## src/rtl/weight_feed_pkg.sv

```systemverilog
// Shared types, sizes and the tile-parameter check for the weight_out_feeder slice.
package weight_feed_pkg;

    localparam int WORD_WIDTH = 32;
    localparam int BYTE_WIDTH = 8;
    localparam int MAX_R      = 5;
    localparam int MAX_S      = WORD_WIDTH / BYTE_WIDTH;
    localparam int WS_TIMEOUT = 20;

    // Widths of the tile parameters / row+byte counters and of the LOAD timeout counter.
    localparam int CNT_W = 4;
    localparam int TMO_W = 5;

    typedef enum logic [2:0] {
        IDLE       = 3'd0,
        PACK       = 3'd1,
        WRITE      = 3'd2,
        LOAD       = 3'd3,
        CLEAR      = 3'd4,
        CLEAR_WAIT = 3'd5
    } feed_state_e;

    // A tile is accepted only when both R and S fit the weight store and the word.
    function automatic logic params_valid(input logic [CNT_W-1:0] r, input logic [CNT_W-1:0] s);
        return (r >= CNT_W'(1)) && (r <= CNT_W'(MAX_R)) &&
               (s >= CNT_W'(1)) && (s <= CNT_W'(MAX_S));
    endfunction

endpackage

```

## src/rtl/weight_byte_packer.sv

```systemverilog
// Packs accepted weight bytes of one row into an MSB-justified word, zero filled.
module weight_byte_packer
    import weight_feed_pkg::*;
(
    input  logic                  clk_i,
    input  logic                  rst_ni,
    input  logic                  clear_i,
    input  logic                  accept_i,
    input  logic [BYTE_WIDTH-1:0] byte_i,
    input  logic [CNT_W-1:0]      s_i,
    output logic [WORD_WIDTH-1:0] word_o,
    output logic                  word_done_o
);

    logic [CNT_W-1:0]      idx_q, idx_d;
    logic [WORD_WIDTH-1:0] word_q, word_d;

    // The row is complete on the handshake of its S-th byte.
    assign word_done_o = accept_i && (idx_q == (s_i - CNT_W'(1)));
    assign word_o      = word_q;

    // Byte k lands at the k-th byte lane from the MSB; a clear restarts the row.
    always_comb begin
        idx_d  = idx_q;
        word_d = word_q;
        if (clear_i) begin
            idx_d  = '0;
            word_d = '0;
        end else if (accept_i) begin
            for (int k = 0; k < MAX_S; k++) begin
                if (idx_q == CNT_W'(k)) begin
                    word_d[WORD_WIDTH-1-BYTE_WIDTH*k -: BYTE_WIDTH] = byte_i;
                end
            end
            idx_d = word_done_o ? '0 : idx_q + CNT_W'(1);
        end
    end

    // Byte index and word register.
    always_ff @(posedge clk_i or negedge rst_ni) begin
        if (!rst_ni) begin
            idx_q  <= '0;
            word_q <= '0;
        end else begin
            idx_q  <= idx_d;
            word_q <= word_d;
        end
    end

endmodule

```

## src/rtl/weight_out_feeder.sv

```systemverilog
// Producer front end for weight_in_ctrl: packs a byte stream into row words,
// writes them to the weight FIFO, loads the weight store and clears the FIFO.
//
// Handshake: a byte moves on S_TDATA at a rising CLK edge where S_TVALID and
// S_TREADY are both high; S_TREADY depends only on the state, never on S_TVALID.
module weight_out_feeder
    import weight_feed_pkg::*;
(
    input  logic                  CLK,
    input  logic                  RESETN,
    input  logic                  START,
    input  logic [CNT_W-1:0]      PARAM_R,
    input  logic [CNT_W-1:0]      PARAM_S,
    output logic                  BUSY,
    output logic                  DONE,
    output logic                  ERR,
    input  logic [BYTE_WIDTH-1:0] S_TDATA,
    input  logic                  S_TVALID,
    output logic                  S_TREADY,
    input  logic                  S_TLAST,
    output logic                  FIFO_WR_CMD,
    output logic [WORD_WIDTH-1:0] FIFO_WR_DATA,
    input  logic                  FIFO_FULL,
    output logic                  LOAD_WS,
    input  logic                  WS_FULL,
    output logic                  CLEAR_FIFO,
    output logic [2:0]            DBG_STATE
);

    feed_state_e           state_q, state_d;
    logic [CNT_W-1:0]      r_q, r_d, s_q, s_d, row_q, row_d;
    logic [TMO_W-1:0]      tmo_q, tmo_d;
    logic                  err_q, err_d, done_q, done_d;
    logic                  accept, pk_clear, word_done, last_byte;
    logic [WORD_WIDTH-1:0] word;

    assign S_TREADY  = (state_q == PACK);
    assign accept    = S_TREADY && S_TVALID;
    assign last_byte = word_done && (row_q == (r_q - CNT_W'(1)));

    weight_byte_packer u_packer (
        .clk_i       (CLK),
        .rst_ni      (RESETN),
        .clear_i     (pk_clear),
        .accept_i    (accept),
        .byte_i      (S_TDATA),
        .s_i         (s_q),
        .word_o      (word),
        .word_done_o (word_done)
    );

    // Next state, counters and per-state strobes.
    always_comb begin
        state_d     = state_q;
        r_d         = r_q;
        s_d         = s_q;
        row_d       = row_q;
        tmo_d       = '0;
        err_d       = 1'b0;
        done_d      = 1'b0;
        pk_clear    = 1'b0;
        FIFO_WR_CMD = 1'b0;
        LOAD_WS     = 1'b0;
        CLEAR_FIFO  = 1'b0;
        case (state_q)
            IDLE: begin
                // A START coinciding with DONE belongs to the finished tile and is dropped.
                if (START && !done_q) begin
                    r_d = PARAM_R;
                    s_d = PARAM_S;
                    if (params_valid(PARAM_R, PARAM_S)) begin
                        state_d  = PACK;
                        row_d    = '0;
                        pk_clear = 1'b1;
                    end else begin
                        err_d = 1'b1;
                    end
                end
            end
            PACK: begin
                if (accept) begin
                    // TLAST must mark exactly the last byte of the last row; counts are kept either way.
                    if (S_TLAST != last_byte) err_d = 1'b1;
                    if (word_done) state_d = WRITE;
                end
            end
            WRITE: begin
                if (!FIFO_FULL) begin
                    FIFO_WR_CMD = 1'b1;
                    pk_clear    = 1'b1;
                    row_d       = row_q + CNT_W'(1);
                    state_d     = ((row_q + CNT_W'(1)) == r_q) ? LOAD : PACK;
                end
            end
            LOAD: begin
                LOAD_WS = 1'b1;
                if (WS_FULL) begin
                    state_d = CLEAR;
                end else if (tmo_q == TMO_W'(WS_TIMEOUT - 1)) begin
                    err_d   = 1'b1;
                    state_d = CLEAR;
                end else begin
                    tmo_d = tmo_q + TMO_W'(1);
                end
            end
            CLEAR: begin
                CLEAR_FIFO = 1'b1;
                state_d    = CLEAR_WAIT;
            end
            CLEAR_WAIT: begin
                // The FIFO cannot take data right after a clear, so finish one cycle later.
                done_d  = 1'b1;
                state_d = IDLE;
            end
            default: state_d = IDLE;
        endcase
    end

    // State, tile parameters, counters and the registered DONE/ERR pulses.
    always_ff @(posedge CLK or negedge RESETN) begin
        if (!RESETN) begin
            state_q <= IDLE;
            r_q     <= '0;
            s_q     <= '0;
            row_q   <= '0;
            tmo_q   <= '0;
            err_q   <= 1'b0;
            done_q  <= 1'b0;
        end else begin
            state_q <= state_d;
            r_q     <= r_d;
            s_q     <= s_d;
            row_q   <= row_d;
            tmo_q   <= tmo_d;
            err_q   <= err_d;
            done_q  <= done_d;
        end
    end

    assign BUSY         = (state_q != IDLE);
    assign DONE         = done_q;
    assign ERR          = err_q;
    assign FIFO_WR_DATA = FIFO_WR_CMD ? word : '0;
    assign DBG_STATE    = state_q;

endmodule
```

## config.mk

```make
export PLATFORM = sky130hd
export DESIGN_NAME = weight_out_feeder
export DESIGN_NICKNAME = d
export VERILOG_FILES = /design/src/rtl/weight_feed_pkg.sv /design/src/rtl/weight_byte_packer.sv /design/src/rtl/weight_out_feeder.sv
export SDC_FILE = /design/constraint.sdc
export NUM_CORES = 1
export LEC_CHECK = 0
export CORE_MARGIN = 5
export CORE_UTILIZATION = 39
export CTS_CLUSTER_DIAMETER = 40
export DETAILED_ROUTE_END_ITERATION = 12
export SYNTH_ARGS = -nofsm -noshare
export SYNTH_HDL_FRONTEND = slang
export SYNTH_HIERARCHICAL = 1
export SYNTH_SLANG_ARGS = --single-unit
export TNS_END_PERCENT = 100
```

## constraint.sdc

```tcl
create_clock -name CLK -period 4.98 [get_ports CLK]
set_input_delay 0.996 -clock CLK [delete_from_list [all_inputs] [get_ports CLK]]
set_output_delay 0.996 -clock CLK [all_outputs]
set_load 0.02 [all_outputs]
```

After elaboration in Yosys (flattened, before gate mapping)
Index checks and enable logic that the tools add are counted.
{"block": "word_totals", "ff_bits": 58, "in_bits": 23}
{"block": "op_classes", "addsub": 5, "order_cmp": 4, "eq_ne": 19, "n_mux": 41, "reduce_logical": 24}
{"op": "$mux W32", "n": 3}
{"op": "$mux W8", "n": 4}
{"op": "$mux W4", "n": 6}
{"op": "$mux W3", "n": 7}
{"op": "$mux W5", "n": 3}
{"op": "$pmux W3 S5", "n": 1}
{"op": "$mux W1", "n": 13}
{"op": "$eq A4 B4 Y1", "n": 3}
{"op": "$reduce_bool A2 Y1", "n": 6}
{"op": "$reduce_and A2 Y1", "n": 5}
{"op": "$add A4 B1 Y4 const B", "n": 2}
{"op": "$eq A4 B2 Y1 const B", "n": 2}
{"op": "$ge A4 B1 Y1 const B", "n": 2}
{"op": "$le A4 B3 Y1 const B", "n": 2}
{"op": "$pmux W4 S2", "n": 1}
{"op": "$sub A4 B1 Y4 const B", "n": 2}
{"op": "$logic_and A1 B1 Y1", "n": 7}
{"op": "$eq A3 B2 Y1 const B", "n": 2}
{"op": "$eq A3 B3 Y1 const B", "n": 2}
{"op": "$ne A2 B2 Y1 const B", "n": 3}
{"op": "$reduce_and A6 Y1", "n": 1}
{"op": "$add A5 B1 Y5 const B", "n": 1}
{"op": "$eq A5 B5 Y1 const B", "n": 1}
{"op": "$eq A4 B1 Y1 const B", "n": 1}
{"op": "12 further kinds", "n": 13}

Longest topological paths before layout
{"block": "depth", "word_depth": 9, "depth_mapped": 12, "ltp_nobuf": 10}

Modules after synthesis
Netlist, hierarchy kept.
{"mod": "weight_byte_packer", "instances": 1, "cells_per_inst": 145, "area_each_um2": 1721.7, "seq_area_each_um2": 900.9}
{"mod": "weight_out_feeder", "instances": 1, "cells_per_inst": 153, "area_each_um2": 1448.9, "seq_area_each_um2": 550.5}

Least setup slack after synthesis
No wires, ideal clock.
{"block": "synth_path", "path_kind": "reg2reg", "start": "reg state_q[0] (netlist: DBG_STATE[0])", "end": "reg state_q[0] (netlist: DBG_STATE[0])", "setup_ps": 125, "t_arrival_ps": 3112, "t_required_ps": 4855, "slack_ps": 1743, "stages_incl_launch_ff": 13, "n_path_buf": 2, "cell_sequence": "dfrtp_1 > buf_4 > nor3b_1 > and2_1 > buf_2 > inv_1 > nor4_4 > and2_1 > nand2_1 > and3_1 > o21bai_1 > o211a_2 > mux2_4"}
{"block": "synth_via", "elab_chain_len": 5}
{"element": "start, declared", "line": "weight_out_feeder.sv:30", "text": "feed_state_e state_q, state_d;"}
{"element": "start signal, assigned", "line": "weight_out_feeder.sv:130", "text": "state_q <= state_d;"}
{"element": "$eq A3 B1 Y1", "line": "weight_out_feeder.sv:37", "text": "assign S_TREADY = (state_q == PACK);"}
{"element": "via S_TREADY", "line": "weight_out_feeder.sv:19", "text": "output logic S_TREADY,"}
{"element": "$logic_and A1 B1 Y1", "line": "weight_out_feeder.sv:38", "text": "assign accept = S_TREADY && S_TVALID;"}
{"element": "via accept", "line": "weight_out_feeder.sv:34", "text": "logic accept, pk_clear, word_done, last_byte;"}
{"element": "$logic_and A1 B1 Y1", "line": "weight_byte_packer.sv:19", "text": "assign word_done_o = accept_i && (idx_q == (s_i - CNT_W'(1)));"}
{"element": "via word_done", "line": "weight_out_feeder.sv:34"}
{"element": "$ne A2 B1 Y1 (no source line)"}
{"element": "$reduce_and A6 Y1 (no source line)"}
The timed path passes the listed nets, and every way through them passes these cells.
A chain may end at the register's enable or synchronous reset.

Worst setup path in the final report
{"block": "layout_path", "start": "in FIFO_FULL", "end": "out FIFO_WR_DATA[1]"}
{"block": "layout_via", "elab_chain_len": 3}
{"element": "start, declared", "line": "weight_out_feeder.sv:23", "text": "input logic FIFO_FULL,"}
{"element": "$mux W1", "line": "weight_out_feeder.sv:88", "text": "if (!FIFO_FULL) begin"}
{"element": "$mux W1", "line": "weight_out_feeder.sv:65", "text": "case (state_q)"}
{"element": "$mux W32", "line": "weight_out_feeder.sv:143", "text": "assign FIFO_WR_DATA = FIFO_WR_CMD ? word : '0;"}
{"element": "end, declared", "line": "weight_out_feeder.sv:22", "text": "output logic [WORD_WIDTH-1:0] FIFO_WR_DATA,"}
Every way passes these cells.

==> out/summary.txt <==
Synth unique cells - 47
ANT nets after route - 0
Vias - 2269
Final weighted congestion in routability-driven placement - 0.745
CTS tree - yes
Synth Register Bits - 58
Via/cell ratio - 4.87
Crit-path most repeated cell - clkdlybuf4s50_1
DR DRC count - 0
Max Freq - 0.257 GHz
Syn nets - 329
CP max-delay cell - clkdlybuf4s50_1
Overall routed net length - 7.04 mm
Drt pass-1 iters - 4
Placed instance area - 3870 µm²
Warnings from Yosys - 6
Max-cap viol count - 0
Worst-path clk slew - 0.07 ns
Starting Density - 40.6%
Drt initial violations - 86
Met2 Use GR - 22.1%
Post-Syn Instances - 298
Die area - 10000 µm²
Post-synth top flop - dfrtp_1
Drt wl/cell - 15.1 µm
Slowest stage delay, CP - 0.61 ns
Post-synth EDFFs - 0
Max VDD drop - 163 µV
Area share of the largest cell type after synthesis - 45.8%
# diodes - 0
Largest net degree at the start of global routing - 59
Global-route wire length before repair - 11.9 mm
Final net count - 390
Worst hold slack - 0.483 ns
Register area share after synthesis - 45.8%
Comb pwr share - 42.4%
Crit Path Class - in2out
Clock sinks - 58
Clock power frac - 19.1%
Lkg Pwr - 1.74 nW
CTS root buf - clkbuf_8
Most area-consuming cells after synthesis - dfrtp_1 46%, mux2i_1 10%, and2_1 6.9%
Max Transition Viols Final - 0
Clock latency on the worst-skew pair - 0.33 ns
Post-CTS sizing - 0
Total CTS buffers - 9
Gr busiest metal - met2
Synth Cell Area - 3170 µm²
Post-CTS Setup Inserts - 0
Crit path capture type - primary output
Worst slew pin tran - 0.759 ns
Sequential power share - 38.4%
Final instance area - 4050 µm²
Sw Share - 37.6%
Site Rows - 32
Crit path cell chain - clkdlybuf4s50_1, nor4_2, buf_4, and2_1, clkdlybuf4s50_1
Async SR Flop Fraction - 100%
Critical Path Source Type - input pin
Layout area overhead - 27.7%
Post-synth top area cell - dfrtp_1
Fin Setup TNS - 0 ns
Buf/Inv on CP - 3
Tot GR Track Use - 14.9%
Pwr per Cell Area - 513 nW/µm²
Hold_buf cts - 0
WP data required - 3.98 ns
Ports - 65
Internal - 1.30 mW
DPL Wire Length - 4.91 mm
Hold Vio Cnt, Final - 0
RSZ-0062 raised after global routing - false
Die height - 100 µm
Avg Cell Area, Syn - 10.6 µm²
Htree depth - 3
Die X - 100 µm
Core box area - 7810 µm²
Fraction of layout cells with a size suffix above 1 - 10.7%
Met3 usage - 4.03%
GR Util met1 - 21.6%
Status - finished, final reports clean
Max transition margin - 49.4%
CP max FO - 39
Final Cycle Share - 78.0%
Sw power - 0.780 mW
Filler Cell Count - 729
Clk buf depth - 2
Final setup vio count - 0
Vias in the first global route - 2339
Antenna violations before repair - 0
Tmin final - 3.88 ns
Max Clock Skew - 0.00782 ns
Arr. time, crit path - 2.89 ns
Port bufs - 64
GRT overflow - 0
Kind of cell adding the most delay to the critical path - buffers and inverters
Hold Path Class - reg2reg
[placed cells by master, fill, tap and decap left out, types with 3 or more instances in the layout]
| cell type | n |
|---|---|
| dfrtp_1 | 58 |
| ha_1 | 8 |
| nand2_1 | 10 |
| o21ai_0 | 4 |
| clkdlybuf4s50_1 | 63 |
| mux2_2 | 9 |
| a211oi_1 | 4 |
| nand3_1 | 3 |
| nor2_1 | 41 |
| and4bb_2 | 4 |
| nor3b_1 | 3 |
| and2_1 | 35 |
| inv_1 | 11 |
| mux2i_1 | 33 |
| nor3_1 | 4 |
| xor2_1 | 12 |
| nand2b_1 | 3 |
| xnor2_1 | 9 |
| clkbuf_8 | 12 |
[worst reg2reg max path, delay by kind of cell, from the launching register on]
kind	cells	cell delay, ns
simple gates	6	1.71
compound gates	2	0.38
flops	1	0.54
buf+inv	1	0.17
mux	1	0.31
[power by group through the flow]
stage          Combinational (mW)  Sequential, mW  Clock (mW)
2_1_floorplan               0.672           0.772           0
3_3_place_gp                0.880           0.803           0
3_5_place_dp                0.892           0.805           0
4_1_cts                     0.895           0.799       0.411
5_1_grt                     0.978           0.825       0.435
6_report                    0.882           0.799       0.397
[path summary, 6_finish.rpt]
check / start / to / slack (ns) / cells after the start
worst min register to register: tmo_q[0] / tmo_q[0] / 0.48 / 1
worst min-delay path: tmo_q[0] / tmo_q[0] / 0.48 / 1
worst max-delay path: FIFO_FULL / FIFO_WR_DATA[1] / 1.10 / 5
max in group asynchronous: RESETN / u_packer/idx_q[2] / 3.67 / 2
worst max register to register: DBG_STATE[0] / DBG_STATE[0] / 1.76 / 10
min in group asynchronous: RESETN / tmo_q[4] / 0.80 / 2
[metrics by stage]
| step | std cells | worst slack (ns) | total power, mW | util (%) |
|---|---|---|---|---|
| floorplan | 298 | 1.74 | 1.44 | - |
| global placement | 450 | 1.05 | 1.68 | 49.5 |
| detailed placement | 450 | 1.06 | 1.70 | 49.5 |
| CTS | 466 | 1.05 | 2.11 | 51.9 |
| global route | 466 | 0.954 | 2.24 | 51.9 |
| finish | 466 | 1.10 | 2.08 | 51.9 |
[cells by family after synthesis]
| family | synth area share (%) |
|---|---|
| xor+xnor | 6.55 |
| fa+ha+maj | 3.16 |
| simple gates | 21.5 |
| buf+inv | 4.06 |
| mux | 14.1 |
| compound gates | 4.89 |
| flops | 45.8 |
[synth_stat cells, types with 6 or more instances]
cell	n
dfrtp_1	58
clkbuf_1	6
and2_1	35
inv_1	11
nand2_1	10
xor2_1	12
nor2_1	41
mux2_2	9
mux2i_1	33
buf_2	7
xnor2_1	9
ha_1	8
[final cells by class]
cell class / instances / area, µm² / share of cell area [%]
clock buffer: 14 / 173 / 4.26
multi-input combinational: 213 / 1600 / 39.4
tap: 102 / 128 / 3.15
clock inverter: 2 / 10.0 / 0.247
sequential: 58 / 1450 / 35.8
timing repair buffer: 66 / 651 / 16.1
inverter: 11 / 41.3 / 1.02
[metal layers]
layer / routed length [µm] / vias to the layer above
met5: 0 / -
met4: 26 / 0
met3: 269 / 2
met2: 3180 / 39
met1: 3560 / 1106
li1: - / 1122
[sequential cells by signal, indices dropped and copies added, names as in the netlist]
signal,count
u_packer/word_o,32
DONE,1
u_packer/idx_q,4
row_q,4
r_q,4
ERR,1
s_q,4
DBG_STATE,3
tmo_q,5
Note: power is estimated with default switching activity, not from simulation.
